File: src/rtl/rv32_hazard_pkg.sv
// Shared types for the EX-stage hazard/forwarding unit of the RV32I pipeline.
//   fwd_sel_e  - encoding of the operand Mux3 select (11 is never produced)
//   hz_entry_t - one shadow-pipeline tag entry tracking a single instruction
//   BUBBLE     - an empty entry (valid=0, all fields cleared)
//   fwd_pick   - forwarding source for one EX operand given the MEM/WB entries
package rv32_hazard_pkg;

    localparam int HZ_REG_AW = 5;

    typedef enum logic [1:0] {
        FWD_RF  = 2'b00,
        FWD_WB  = 2'b01,
        FWD_MEM = 2'b10
    } fwd_sel_e;

    typedef struct packed {
        logic                 valid;
        logic [HZ_REG_AW-1:0] rd;
        logic                 we;
        logic                 is_load;
        logic [HZ_REG_AW-1:0] rs1;
        logic [HZ_REG_AW-1:0] rs2;
        logic                 use1;
        logic                 use2;
    } hz_entry_t;

    localparam hz_entry_t BUBBLE = '0;

    // True when the entry will architecturally write a non-x0 register.
    function automatic logic writes_reg(input hz_entry_t e);
        return e.valid & e.we & (e.rd != '0);
    endfunction

    // MEM is checked first so the youngest producer wins. A load sitting in
    // MEM has no data yet, so it is never a MEM-stage forwarding source.
    function automatic fwd_sel_e fwd_pick(input hz_entry_t ex_e,
                                          input hz_entry_t mem_e,
                                          input hz_entry_t wb_e,
                                          input logic      pick_rs2);
        logic [HZ_REG_AW-1:0] src;
        logic                 src_used;
        fwd_sel_e             sel;
        src      = pick_rs2 ? ex_e.rs2  : ex_e.rs1;
        src_used = pick_rs2 ? ex_e.use2 : ex_e.use1;
        sel      = FWD_RF;
        if (ex_e.valid && src_used) begin
            if (writes_reg(mem_e) && !mem_e.is_load && mem_e.rd == src) begin
                sel = FWD_MEM;
            end else if (writes_reg(wb_e) && wb_e.rd == src) begin
                sel = FWD_WB;
            end
        end
        return sel;
    endfunction

endpackage

File: src/rtl/hazard_tag_pipe.sv
// Shadow tag pipeline: EX/MEM/WB entry registers mirroring the datapath.
// Ports:
//   clk, rst_n      pipeline clock, async active-low reset (all entries -> BUBBLE)
//   freeze          hold every stage (global memory stall)
//   bubble_ex       load BUBBLE into EX instead of the ID entry
//   id_entry        entry describing the instruction currently in ID
//   ex_entry, mem_entry, wb_entry   current stage contents
module hazard_tag_pipe
    import rv32_hazard_pkg::*;
(
    input  logic      clk,
    input  logic      rst_n,
    input  logic      freeze,
    input  logic      bubble_ex,
    input  hz_entry_t id_entry,
    output hz_entry_t ex_entry,
    output hz_entry_t mem_entry,
    output hz_entry_t wb_entry
);

    always_ff @(posedge clk or negedge rst_n) begin
        if (!rst_n) begin
            ex_entry  <= BUBBLE;
            mem_entry <= BUBBLE;
            wb_entry  <= BUBBLE;
        end else if (!freeze) begin
            wb_entry  <= mem_entry;
            mem_entry <= ex_entry;
            ex_entry  <= bubble_ex ? BUBBLE : id_entry;
        end
    end

endmodule

File: src/rtl/hazard_fwd_unit.sv
// Hazard and forwarding unit for the EX-stage operand muxes.
// Ports:
//   clk, rst_n                 pipeline clock, async active-low reset
//   id_valid, id_rs1, id_rs2   ID instruction and its source registers
//   id_use_rs1, id_use_rs2     ID instruction actually reads rs1/rs2
//   id_rd, id_reg_write        ID destination and write enable
//   id_mem_read                ID instruction is a load
//   ex_branch_taken            EX redirect (taken branch/jump)
//   mem_stall                  global freeze from data memory
//   fwd_a_sel, fwd_b_sel       operand Mux3 selects: 00 regfile, 01 WB, 10 MEM
//   stall_if, stall_id         hold PC / IF-ID register
//   flush_id, flush_ex         bubble IF-ID / ID-EX
//   stall_cnt, flush_cnt       saturating load-use stall / branch flush counters
module hazard_fwd_unit
    import rv32_hazard_pkg::*;
#(
    parameter int REG_AW = HZ_REG_AW,
    parameter int CNT_W  = 32
) (
    input  logic              clk,
    input  logic              rst_n,
    input  logic              id_valid,
    input  logic [REG_AW-1:0] id_rs1,
    input  logic [REG_AW-1:0] id_rs2,
    input  logic              id_use_rs1,
    input  logic              id_use_rs2,
    input  logic [REG_AW-1:0] id_rd,
    input  logic              id_reg_write,
    input  logic              id_mem_read,
    input  logic              ex_branch_taken,
    input  logic              mem_stall,
    output logic [1:0]        fwd_a_sel,
    output logic [1:0]        fwd_b_sel,
    output logic              stall_if,
    output logic              stall_id,
    output logic              flush_id,
    output logic              flush_ex,
    output logic [CNT_W-1:0]  stall_cnt,
    output logic [CNT_W-1:0]  flush_cnt
);

    localparam logic [CNT_W-1:0] CNT_ONE = {{(CNT_W-1){1'b0}}, 1'b1};

    hz_entry_t id_entry;
    hz_entry_t ex_entry;
    hz_entry_t mem_entry;
    hz_entry_t wb_entry;
    logic      load_use;
    logic      bubble_ex;
    logic      take_flush;
    logic      take_stall;
    fwd_sel_e  fwd_a;
    fwd_sel_e  fwd_b;

    always_comb begin
        id_entry         = BUBBLE;
        id_entry.valid   = id_valid;
        id_entry.rd      = id_rd;
        id_entry.we      = id_reg_write;
        id_entry.is_load = id_mem_read;
        id_entry.rs1     = id_rs1;
        id_entry.rs2     = id_rs2;
        id_entry.use1    = id_use_rs1;
        id_entry.use2    = id_use_rs2;
    end

    // The loaded value is only available from WB, so a reader directly
    // behind a load must wait one cycle.
    assign load_use = ex_entry.is_load & writes_reg(ex_entry) & id_valid &
                      ((id_use_rs1 & (id_rs1 == ex_entry.rd)) |
                       (id_use_rs2 & (id_rs2 == ex_entry.rd)));

    // A redirect wipes the ID instruction anyway, so the load-use check is
    // irrelevant on that cycle.
    assign take_flush = !mem_stall & ex_branch_taken;
    assign take_stall = !mem_stall & !ex_branch_taken & load_use;
    assign bubble_ex  = take_flush | take_stall;

    hazard_tag_pipe u_tag_pipe (
        .clk       (clk),
        .rst_n     (rst_n),
        .freeze    (mem_stall),
        .bubble_ex (bubble_ex),
        .id_entry  (id_entry),
        .ex_entry  (ex_entry),
        .mem_entry (mem_entry),
        .wb_entry  (wb_entry)
    );

    assign fwd_a     = fwd_pick(ex_entry, mem_entry, wb_entry, 1'b0);
    assign fwd_b     = fwd_pick(ex_entry, mem_entry, wb_entry, 1'b1);
    assign fwd_a_sel = fwd_a;
    assign fwd_b_sel = fwd_b;

    // Controls are forced low while reset is asserted so that a reset landing
    // in the middle of a stall releases the pipeline immediately.
    always_comb begin
        stall_if = 1'b0;
        stall_id = 1'b0;
        flush_id = 1'b0;
        flush_ex = 1'b0;
        if (rst_n) begin
            if (mem_stall) begin
                stall_if = 1'b1;
                stall_id = 1'b1;
            end else if (ex_branch_taken) begin
                flush_id = 1'b1;
                flush_ex = 1'b1;
            end else if (load_use) begin
                stall_if = 1'b1;
                stall_id = 1'b1;
                flush_ex = 1'b1;
            end
        end
    end

    always_ff @(posedge clk or negedge rst_n) begin
        if (!rst_n) begin
            stall_cnt <= '0;
            flush_cnt <= '0;
        end else begin
            if (take_flush && flush_cnt != '1) begin
                flush_cnt <= flush_cnt + CNT_ONE;
            end
            if (take_stall && stall_cnt != '1) begin
                stall_cnt <= stall_cnt + CNT_ONE;
            end
        end
    end

    // Source fields of older stages are never compared against.
    logic unused_tag_bits;
    assign unused_tag_bits = ^{mem_entry.rs1, mem_entry.rs2, mem_entry.use1, mem_entry.use2,
                               wb_entry.rs1, wb_entry.rs2, wb_entry.use1, wb_entry.use2,
                               wb_entry.is_load};

endmodule

File: config.mk
export PLATFORM = sky130hd
export DESIGN_NAME = hazard_fwd_unit
export DESIGN_NICKNAME = d
export VERILOG_FILES = /design/src/rtl/rv32_hazard_pkg.sv /design/src/rtl/hazard_tag_pipe.sv /design/src/rtl/hazard_fwd_unit.sv
export SDC_FILE = /design/constraint.sdc
export NUM_CORES = 1
export LEC_CHECK = 0
export CELL_PAD_IN_SITES_DETAIL_PLACEMENT = 2
export CELL_PAD_IN_SITES_GLOBAL_PLACEMENT = 2
export CORE_MARGIN = 4
export CORE_UTILIZATION = 36
export CTS_BUF_LIST = sky130_fd_sc_hd__clkbuf_16
export DETAILED_ROUTE_END_ITERATION = 12
export GPL_TIMING_DRIVEN = 1
export PLACE_DENSITY = 0.87
export SETUP_SLACK_MARGIN = 0.05
export SLEW_MARGIN = 40
export SYNTH_ARGS = -nofsm -noshare
export SYNTH_HDL_FRONTEND = slang
export SYNTH_SLANG_ARGS = --single-unit
File: constraint.sdc
create_clock -name clk -period 6.1 [get_ports clk]
set_input_delay 0.915 -clock clk [delete_from_list [all_inputs] [get_ports clk]]
set_output_delay 0.915 -clock clk [all_outputs]
set_load 0.02 [all_outputs]
==> flow_summary.json, run 1 <==
{
  "dp_hpwl_mm": 10.2,
  "numClockSinks": 99,
  "max_freq_ghz": 0.230,
  "ant_nets": 0,
  "antenna_found_initial": 0,
  "vias_per_cell": 5.25,
  "worstPathRequired_ps": 5180,
  "layout.nets": 552,
  "crit_cells": 8,
  "fill_cells": 1329,
  "clkTransAtPathRegs_ps": 70,
  "max_stage_delay_ps": 610,
  "r2r-start": "u_tag_pipe.ex_entry[15]$_DFFE_PN0N_",
  "core-area_mm2": 0.0128,
  "multiInputGateArea_mm2": 0.00223,
  "postCtsHoldBufs": 0,
  "drc": 0,
  "io_pins": 96,
  "ff2ff_path_depth": 6,
  "synth_area_mm2": 0.00479,
  "numCtsBuffers": 9,
  "setup_viol_count_final": 0,
  "ys_ff_latch": 99,
  "startpoint_type": "primary input",
  "max_slew.worst_pin.slew_ps": 835,
  "yosysWarnings": 0,
  "chipWidth_um": 123,
  "power_density_mw_per_mm2": 241,
  "worstPathCellList": "clkdlybuf4s50_1 > xor2_1 > nor4_1 > a32oi_2 > nor2b_1 > nor2b_1 > o21a_1 > clkdlybuf4s50_1",
  "ys_seq_area_frac": 0.518,
  "rows": 41,
  "maxCapViolCount": 0,
  "die_y_um": 123,
  "totalWireLength_mm": 14.5,
  "path_buf_inv": 2,
  "crit_path_max_fanout": 6,
  "drive_above_1_share": 0.0810,
  "cts_buffer_depth": 2,
  "track_usage": 0.193,
  "worstSetupEndpoint": "stall_if",
  "period_share": 0.712,
  "crit_type": "primary input to output port",
  "synth_cells": 425,
  "min_period_ps": 4350,
  "r2r_setup_slack_ps": 3700,
  "overflow": 0,
  "area_delta_synth_final_pct": 29.6,
  "regArea_mm2": 0.00248,
  "tritoncts": "yes",
  "vias": 3691,
  "r2r_end": "stall_cnt[2]$_DFFE_PN0P_",
  "yosysUniqueCellTypes": 44,
  "avgSynthCellArea_um2": 11.3,
  "drt_iter0_drc": 152,
  "place_congestion": 0.828,
  "cp.arrival_ps": 3430,
  "synth_edf_count": 0,
  "layout_setup_ws_ps": 1750,
  "initial_core_util": 0.373,
  "grt_pass1_vias": 4159,
  "critPathLaunch": "id_rs1[3]",
  "drt_first_pass_iters": 4,
  "cts-htree-levels": 3,
  "min_path_type": "primary input to asynchronous set/reset pin",
  "root_buffer": "clkbuf_16",
  "die_area_mm2": 0.0152,
  "synthFlopType": "dfrtp_1",
  "grt_max_degree": 59,
  "cts_resized": 0,
  "synth_nets": 451,
  "antennaDiodeCount": 0,
  "crit_family": "buffers and inverters",
  "cts_setup_buffers": 0,
  "wl_per_cell_um": 20.6,
  "clock_latency_ps": 350,
  "end_kind": "output port",
  "crit_path_top_delay_cell": "clkdlybuf4s50_1",
  "async_reset_ff_frac": 1.00,
  "ir_worst_vdd_uv": 176,
  "maxSlewViolCount": 0,
  "grt_pass1_wl_mm": 22.7,
  "fin_tns_setup_ps": 0,
  "p_leak_nw": 2.70,
  "hold_viol_final": 0,
  "post-place-ws_ps": 1800,
  "grt_setup_unrepaired": "false",
  "skew_ps": 5.92,
  "slew_headroom": 0.438,
  "outcome": "complete, no violations",
  "port_buffers": 95
}
## metal layers
layer | wire, um | GRT usage
met1 | 6180 | 0.241
met2 | 7680 | 0.335
met3 | 357 | 0.0348
met4 | 252 | 0.0644
met5 | 0 | 0
## report_power, final
| part | switching [mW] | total [mW] | leakage, nW | internal, mW |
|---|---|---|---|---|
| Clock | 0.250 | 0.520 | 0.121 | 0.270 |
| Sequential | 0.0627 | 0.760 | 1.33 | 0.697 |
| Combinational | 0.104 | 0.213 | 1.25 | 0.109 |
## layout make-up
cell class	count	share of cell area
Inverter	8	0.00484
Clock buffer	9	0.0363
Multi-Input combinational cell	309	0.359
Tap cell	172	0.0347
Clock inverter	7	0.00565
Sequential cell	99	0.399
Timing Repair Buffer	99	0.160
## cells by family after synthesis
group,Yosys count,synth area share
AOI/OAI and AO/OA,32,0.0554
xor gates and xnor gates,92,0.168
adders and majority gates,2,0.00523
buffers and inverters,17,0.0165
DFF,99,0.518
muxes,16,0.0384
and+or+nand+nor,167,0.198
## synth_stat cells, drive strengths merged (4+ instances only)
cell type | n | share of area
a22o | 20 | 0.037
dfrtp | 99 | 0.52
nand4 | 17 | 0.022
and3 | 12 | 0.016
nor3 | 11 | 0.015
buf | 6 | 0.0078
nand3 | 30 | 0.031
nor4 | 11 | 0.019
xor2 | 43 | 0.079
and2 | 7 | 0.0091
nand2 | 29 | 0.023
and4 | 7 | 0.013
mux2 | 16 | 0.038
nor2b | 4 | 0.0052
inv | 8 | 0.0063
nor2 | 25 | 0.020
xnor2 | 49 | 0.090
## stage by stage
step	utilization	power [mW]	area (um2)	cells	hold slack, ps
after floorplan	-	0.867	4790	425	479
after global placement	0.462	0.968	5920	686	478
after detailed placement	0.462	0.985	5920	686	489
final	0.484	1.49	6200	703	463
after CTS	0.482	1.51	6180	702	504
after global routing	0.484	1.57	6200	703	468
## how the worst min path moves through the flow
| stage | slack (ps) | endpoint | cells after the start | startpoint |
|---|---|---|---|---|
| 2_1_floorplan | 480 | u_tag_pipe.ex_entry[0]$_DFFE_PN0N_ | 1 | u_tag_pipe.ex_entry[0]$_DFFE_PN0N_ |
| 3_3_place_gp | 480 | stall_cnt[23]$_DFFE_PN0P_ | 1 | stall_cnt[23]$_DFFE_PN0P_ |
| 3_5_place_dp | 490 | stall_cnt[23]$_DFFE_PN0P_ | 1 | stall_cnt[23]$_DFFE_PN0P_ |
| 4_1_cts | 500 | flush_cnt[31]$_DFFE_PN0P_ | 1 | flush_cnt[31]$_DFFE_PN0P_ |
| 5_1_grt | 470 | flush_cnt[20]$_DFFE_PN0P_ | 1 | rst_n |
| 6_report | 460 | flush_cnt[18]$_DFFE_PN0P_ | 1 | rst_n |
## flip-flops by register name (all words and copies together) (netlist names)
signal,cells
u_tag_pipe.wb_entry,7
u_tag_pipe.mem_entry,8
flush_cnt,32
u_tag_pipe.ex_entry,20
stall_cnt,32
## layout by cell type, fill, tap and decap left out, types with 8 or more instances in the layout
cell / n
mux2_2: 15
and3_1: 12
a22o_1: 20
nand3_1: 30
clkbuf_16: 9
inv_1: 8
nand4_1: 17
nor3_1: 8
clkdlybuf4s50_1: 94
dfrtp_1: 99
nor4_1: 9
nor2_1: 25
nand2_1: 29
xor2_1: 43
xnor2_1: 49
(Power assumes the default switching activity.)
==> run 2, diff against run 1 <==
--- a/config.mk
+++ b/config.mk
@@ -8,11 +8,11 @@
 export CELL_PAD_IN_SITES_DETAIL_PLACEMENT = 2
 export CELL_PAD_IN_SITES_GLOBAL_PLACEMENT = 2
 export CORE_MARGIN = 4
-export CORE_UTILIZATION = 36
+export CORE_UTILIZATION = 33
 export CTS_BUF_LIST = sky130_fd_sc_hd__clkbuf_16
 export DETAILED_ROUTE_END_ITERATION = 12
 export GPL_TIMING_DRIVEN = 1
-export PLACE_DENSITY = 0.87
+export PLACE_DENSITY = 0.81
 export SETUP_SLACK_MARGIN = 0.05
 export SLEW_MARGIN = 40
 export SYNTH_ARGS = -nofsm -noshare
==> constraint.sdc (replaced) <==
create_clock -name clk -period 4.5 [get_ports clk]
set_input_delay 0.675 -clock clk [delete_from_list [all_inputs] [get_ports clk]]
set_output_delay 0.675 -clock clk [all_outputs]
set_load 0.02 [all_outputs]
==> run 2 against run 1 <==
Non-clock buffer count decreased by 1. Critical endpoint unchanged. Design area is 0.24% higher. Via count shrank 1.8%. First-iteration DRC count increased by 6.6%. Power up 39%. Hold slack got worse by 140 ps. Clock power increased by 46%. Clock skew up 0.55 ps. Utilization is 4.1 points lower. Largest cell class unchanged.
==> flow_summary.json, run 2 (synthesis gave the netlist of run 1 again) <==
{
  "outcome": "complete, no violations",
  "area_delta_synth_final_pct": 29.9,
  "end_kind": "output port",
  "final_common_cell": "dfrtp_1",
  "vias_per_cell": 5.11,
  "met1_length_mm": 5.85,
  "overflow": 0,
  "stdcell_area_mm2": 0.00622,
  "max_slew.worst_pin.slew_ps": 736,
  "vias": 3626,
  "numClockSinks": 99,
  "max_freq_ghz": 0.265,
  "ff2ff_path_depth": 5,
  "rows": 43,
  "startpoint_type": "primary input",
  "cts_setup_buffers": 0,
  "tritoncts": "yes",
  "chipWidth_um": 128,
  "drive_above_1_share": 0.0830,
  "skew_ps": 6.48,
  "cp.arrival_ps": 3100,
  "p_leak_nw": 2.71,
  "maxSlewViolCount": 0,
  "max_stage_delay_ps": 620,
  "power_density_mw_per_mm2": 333,
  "grt_max_degree": 55,
  "maxCapViolCount": 0,
  "clkTransAtPathRegs_ps": 70,
  "fill_cells": 1431,
  "period_share": 0.839,
  "drt_first_pass_iters": 4,
  "place_congestion": 0.800,
  "grt_setup_unrepaired": "false",
  "cts_resized": 0,
  "crit_path_max_fanout": 6,
  "drc": 0,
  "hold_viol_final": 0,
  "antenna_found_initial": 0,
  "fin_tns_setup_ps": 0,
  "io_pins": 96,
  "numCtsBuffers": 9,
  "worstPathCellList": "clkdlybuf4s50_1 > xor2_1 > nor4_1 > a32oi_2 > nor2b_1 > nor2b_1 > o21a_1 > clkdlybuf4s50_1",
  "grt_pass1_wl_mm": 22.3,
  "finalPower_mw": 2.07,
  "worstPathRequired_ps": 3830,
  "grt_pass1_vias": 4072,
  "crit_type": "primary input to output port",
  "ant_nets": 0,
  "reg_top3": "flush_cnt (32), stall_cnt (32), u_tag_pipe.ex_entry (20)",
  "wl_met3_um": 400,
  "final_cell_mix": "99 x dfrtp_1, 94 x clkdlybuf4s50_1, 49 x xnor2_1",
  "totalWireLength_mm": 13.5,
  "core-area_mm2": 0.0140,
  "crit_path_top_delay_cell": "clkdlybuf4s50_1",
  "placed_area_mm2": 0.00593,
  "port_buffers": 95,
  "setup_viol_count_final": 0,
  "die_area_mm2": 0.0165,
  "die_y_um": 128,
  "clock_latency_ps": 350,
  "min_period_ps": 3770,
  "dp_hpwl_mm": 10.0,
  "cts-htree-levels": 3,
  "drt_iter0_drc": 162,
  "min_path_type": "primary input to asynchronous set/reset pin",
  "root_buffer": "clkbuf_16",
  "ir_worst_vdd_uv": 263,
  "track_usage": 0.172,
  "postCtsHoldBufs": 0,
  "wl_met2_mm": 7.09,
  "layout.nets": 551,
  "antennaDiodeCount": 0,
  "initial_core_util": 0.341,
  "slew_headroom": 0.505,
  "top_layer": "met4",
  "cts_buffer_depth": 2,
  "wl_per_cell_um": 19.0
}
## run 2: changes by cell type in the layout (fill, tap and decap cells not counted)
cell	change
clkinv_1	-3
inv_1	+1
clkinv_2	+2
bufinv_16	+1
buf_12	-1
clkinvlp_4	-1
## run 2: worst paths after layout
path,startpoint,endpoint,slack (ps)
min reg2reg,stall_cnt[5]$_DFFE_PN0P_,stall_cnt[5]$_DFFE_PN0P_,500
max,id_rs1[0],stall_if,730
max in group asynchronous,rst_n,u_tag_pipe.wb_entry[15]$_DFFE_PN0N_,3020
min,rst_n,stall_cnt[0]$_DFFE_PN0P_,330
min in group clk,stall_cnt[5]$_DFFE_PN0P_,stall_cnt[5]$_DFFE_PN0P_,500
max reg2reg,u_tag_pipe.ex_entry[17]$_DFFE_PN0N_,stall_cnt[1]$_DFFE_PN0P_,2110
## run 2: critical path, delay by kind of cell
family	cells	cell delay, ps
AOI/OAI and AO/OA	2	330
xor gates and xnor gates	1	170
buffers and inverters	2	1080
and+or+nand+nor	3	840
## run 2: per-stage QoR
step / utilization / std cells / hold WS [ps] / setup WS, ps
2_1_floorplan: - / 425 / 379 / 1730
3_3_place_gp: 0.423 / 694 / 475 / 787
3_5_place_dp: 0.423 / 694 / 489 / 701
4_1_cts: 0.443 / 710 / 352 / 694
5_1_grt: 0.443 / 710 / 378 / 588
6_report: 0.443 / 710 / 326 / 725
## run 2: final cells by class
class / count / area (um2) / share of cell area
inverters: 8 / 30.0 / 0.00483
clock buffers: 9 / 225 / 0.0362
well taps: 180 / 225 / 0.0362
multi-input cells: 309 / 2230 / 0.359
flip-flops and latches: 99 / 2480 / 0.398
repair buffers: 98 / 971 / 0.156
clock inverters: 7 / 60.1 / 0.00966
## run 2: power breakdown
part | leakage [nW] | internal (mW) | switching [mW]
sequential | 1.33 | 0.945 | 0.0817
clock | 0.144 | 0.424 | 0.336
combinational | 1.24 | 0.146 | 0.135
total | 2.71 | 1.51 | 0.553
## run 2: routing by layer
metal,up-vias,track usage
li1,1698,-
met1,1866,0.211
met2,52,0.305
met3,10,0.0361
met4,0,0.0524
met5,-,0
==> run 3, diff against run 2 <==
==> constraint.sdc (replaced) <==
create_clock -name clk -period 3.8 [get_ports clk]
set_input_delay 0.57 -clock clk [delete_from_list [all_inputs] [get_ports clk]]
set_output_delay 0.57 -clock clk [all_outputs]
set_load 0.02 [all_outputs]
==> run 3 against run 2 <==
Power is 22% higher. Sequential power is 18% higher. Worst setup slack worse by 400 ps. Hold slack better by 40 ps. Highest routed layer unchanged. Sequential cell count stayed put. Non-clock buffer count is 1 higher. Clock-buffer cell count stayed put. Die area stayed put. Critical path depth stayed put.
==> flow_summary.json, run 3 (synthesis gave the netlist of run 1 again) <==
{
  "hold_viol_final": 0,
  "antenna_found_initial": 0,
  "ant_nets": 0,
  "antennaDiodeCount": 0,
  "grt_max_degree": 55,
  "chipWidth_um": 128,
  "io_pins": 96,
  "crit_type": "primary input to output port",
  "final_common_cell": "dfrtp_1",
  "cts_buffer_depth": 2,
  "slew_headroom": 0.461,
  "overflow": 0,
  "track_usage": 0.177,
  "vias_per_cell": 5.17,
  "r2r_setup_slack_ps": 1420,
  "drt_iter0_drc": 150,
  "drc": 0,
  "skew_ps": 7.34,
  "totalWireLength_mm": 14.1,
  "r2r-start": "u_tag_pipe.ex_entry[19]$_DFFE_PN0N_",
  "finalPower_mw": 2.52,
  "stdcell_area_mm2": 0.00625,
  "root_buffer": "clkbuf_16",
  "place_congestion": 0.810,
  "end_kind": "output port",
  "maxCapViolCount": 0,
  "core-area_mm2": 0.0140,
  "wl_per_cell_um": 19.9,
  "power_density_mw_per_mm2": 403,
  "initial_core_util": 0.341,
  "period_share": 0.915,
  "drive_above_1_share": 0.0866,
  "ff2ff_path_depth": 6,
  "fin_tns_setup_ps": 0,
  "tritoncts": "yes",
  "ir_worst_vdd_uv": 270,
  "max_freq_ghz": 0.288,
  "grt_setup_unrepaired": "false",
  "die_y_um": 128,
  "drt_first_pass_iters": 4,
  "port_buffers": 95,
  "max_slew.worst_pin.slew_ps": 801,
  "r2r_end": "stall_cnt[28]$_DFFE_PN0P_",
  "vias": 3677,
  "cp.arrival_ps": 2910,
  "reg_top3": "flush_cnt (32), stall_cnt (32), u_tag_pipe.ex_entry (20)",
  "crit_path_max_fanout": 6,
  "numCtsBuffers": 9,
  "dp_hpwl_mm": 10.5,
  "clock_latency_ps": 350,
  "cts_setup_buffers": 0,
  "clkTransAtPathRegs_ps": 70,
  "grt_pass1_wl_mm": 23.0,
  "final_cell_mix": "99 x dfrtp_1, 94 x clkdlybuf4s50_1, 49 x xnor2_1",
  "rows": 43,
  "layout.nets": 552,
  "worstPathRequired_ps": 3230,
  "maxSlewViolCount": 0,
  "min_period_ps": 3480,
  "startpoint_type": "primary input",
  "placed_area_mm2": 0.00594,
  "area_delta_synth_final_pct": 30.6,
  "p_leak_nw": 2.73,
  "numClockSinks": 99,
  "grt_pass1_vias": 4178,
  "min_path_type": "primary input to asynchronous set/reset pin",
  "outcome": "complete, no violations",
  "die_area_mm2": 0.0165,
  "setup_viol_count_final": 0,
  "cts-htree-levels": 3
}
-- run 3: cell count changes in the layout (fill, tap and decap cells not counted), sizes merged --
cell      change
buf           +1
bufinv        +1
clkinv        +1
clkinvlp      -1
inv           -1
-- run 3: worst max-delay path by stage --
stage | slack (ps) | end | depth (start not counted) | from
2_1_floorplan | 1240 | flush_ex | 6 | id_rs2[4]
3_3_place_gp | 290 | stall_if | 8 | id_rs2[4]
3_5_place_dp | 190 | stall_if | 8 | id_rs2[4]
4_1_cts | 190 | stall_if | 8 | id_rs2[4]
5_1_grt | 100 | stall_if | 8 | id_rs2[4]
6_report | 320 | stall_id | 8 | id_rs2[4]
-- run 3: area by class of cell --
type                    count  area, um2
fillers                  1445       7790
flip-flops and latches     99       2480
multi-input cells         309       2230
repair buffers             99        978
clock buffers               9        225
well taps                 180        225
clock inverters             7       82.6
inverters                   8       30.0
-- run 3: repair_timing --
action,CTS,global route
gates resized for setup,0,1
setup endpoints to repair,0,2
hold buffers,0,0
hold endpoints to repair,0,0
-- run 3: layer usage --
layer / part of all wire / track usage / wire length [um] / vias up
met3: 0.032 / 0.0361 / 456 / 19
met2: 0.52 / 0.304 / 7280 / 68
met5: 0 / 0 / 0 / -
met1: 0.43 / 0.222 / 6110 / 1889
met4: 0.019 / 0.0581 / 267 / 0
li1: - / - / - / 1701
-- run 3: where the power goes --
group / switching [mW] / internal [mW]
combinational: 0.160 / 0.173
sequential: 0.0972 / 1.12
clock: 0.398 / 0.569
-- run 3: through the flow --
| step | cells | setup slack (ps) | hold slack [ps] | utilization |
|---|---|---|---|---|
| 6_report | 711 | 323 | 365 | 0.445 |
| 5_1_grt | 711 | 101 | 425 | 0.445 |
| 4_1_cts | 711 | 189 | 392 | 0.445 |
| 3_5_place_dp | 695 | 187 | 491 | 0.423 |
| 3_3_place_gp | 695 | 294 | 476 | 0.423 |
| 2_1_floorplan | 425 | 1240 | 274 | - |
-- run 3: worst max-delay path: stages --
cell and delay [ps]:
clkdlybuf4s50_1 450, xor2_1 170, nor4_2 310, a32oi_2 260, nor2b_2 250, nor2b_1 150
o21a_1 130, clkdlybuf4s50_1 610
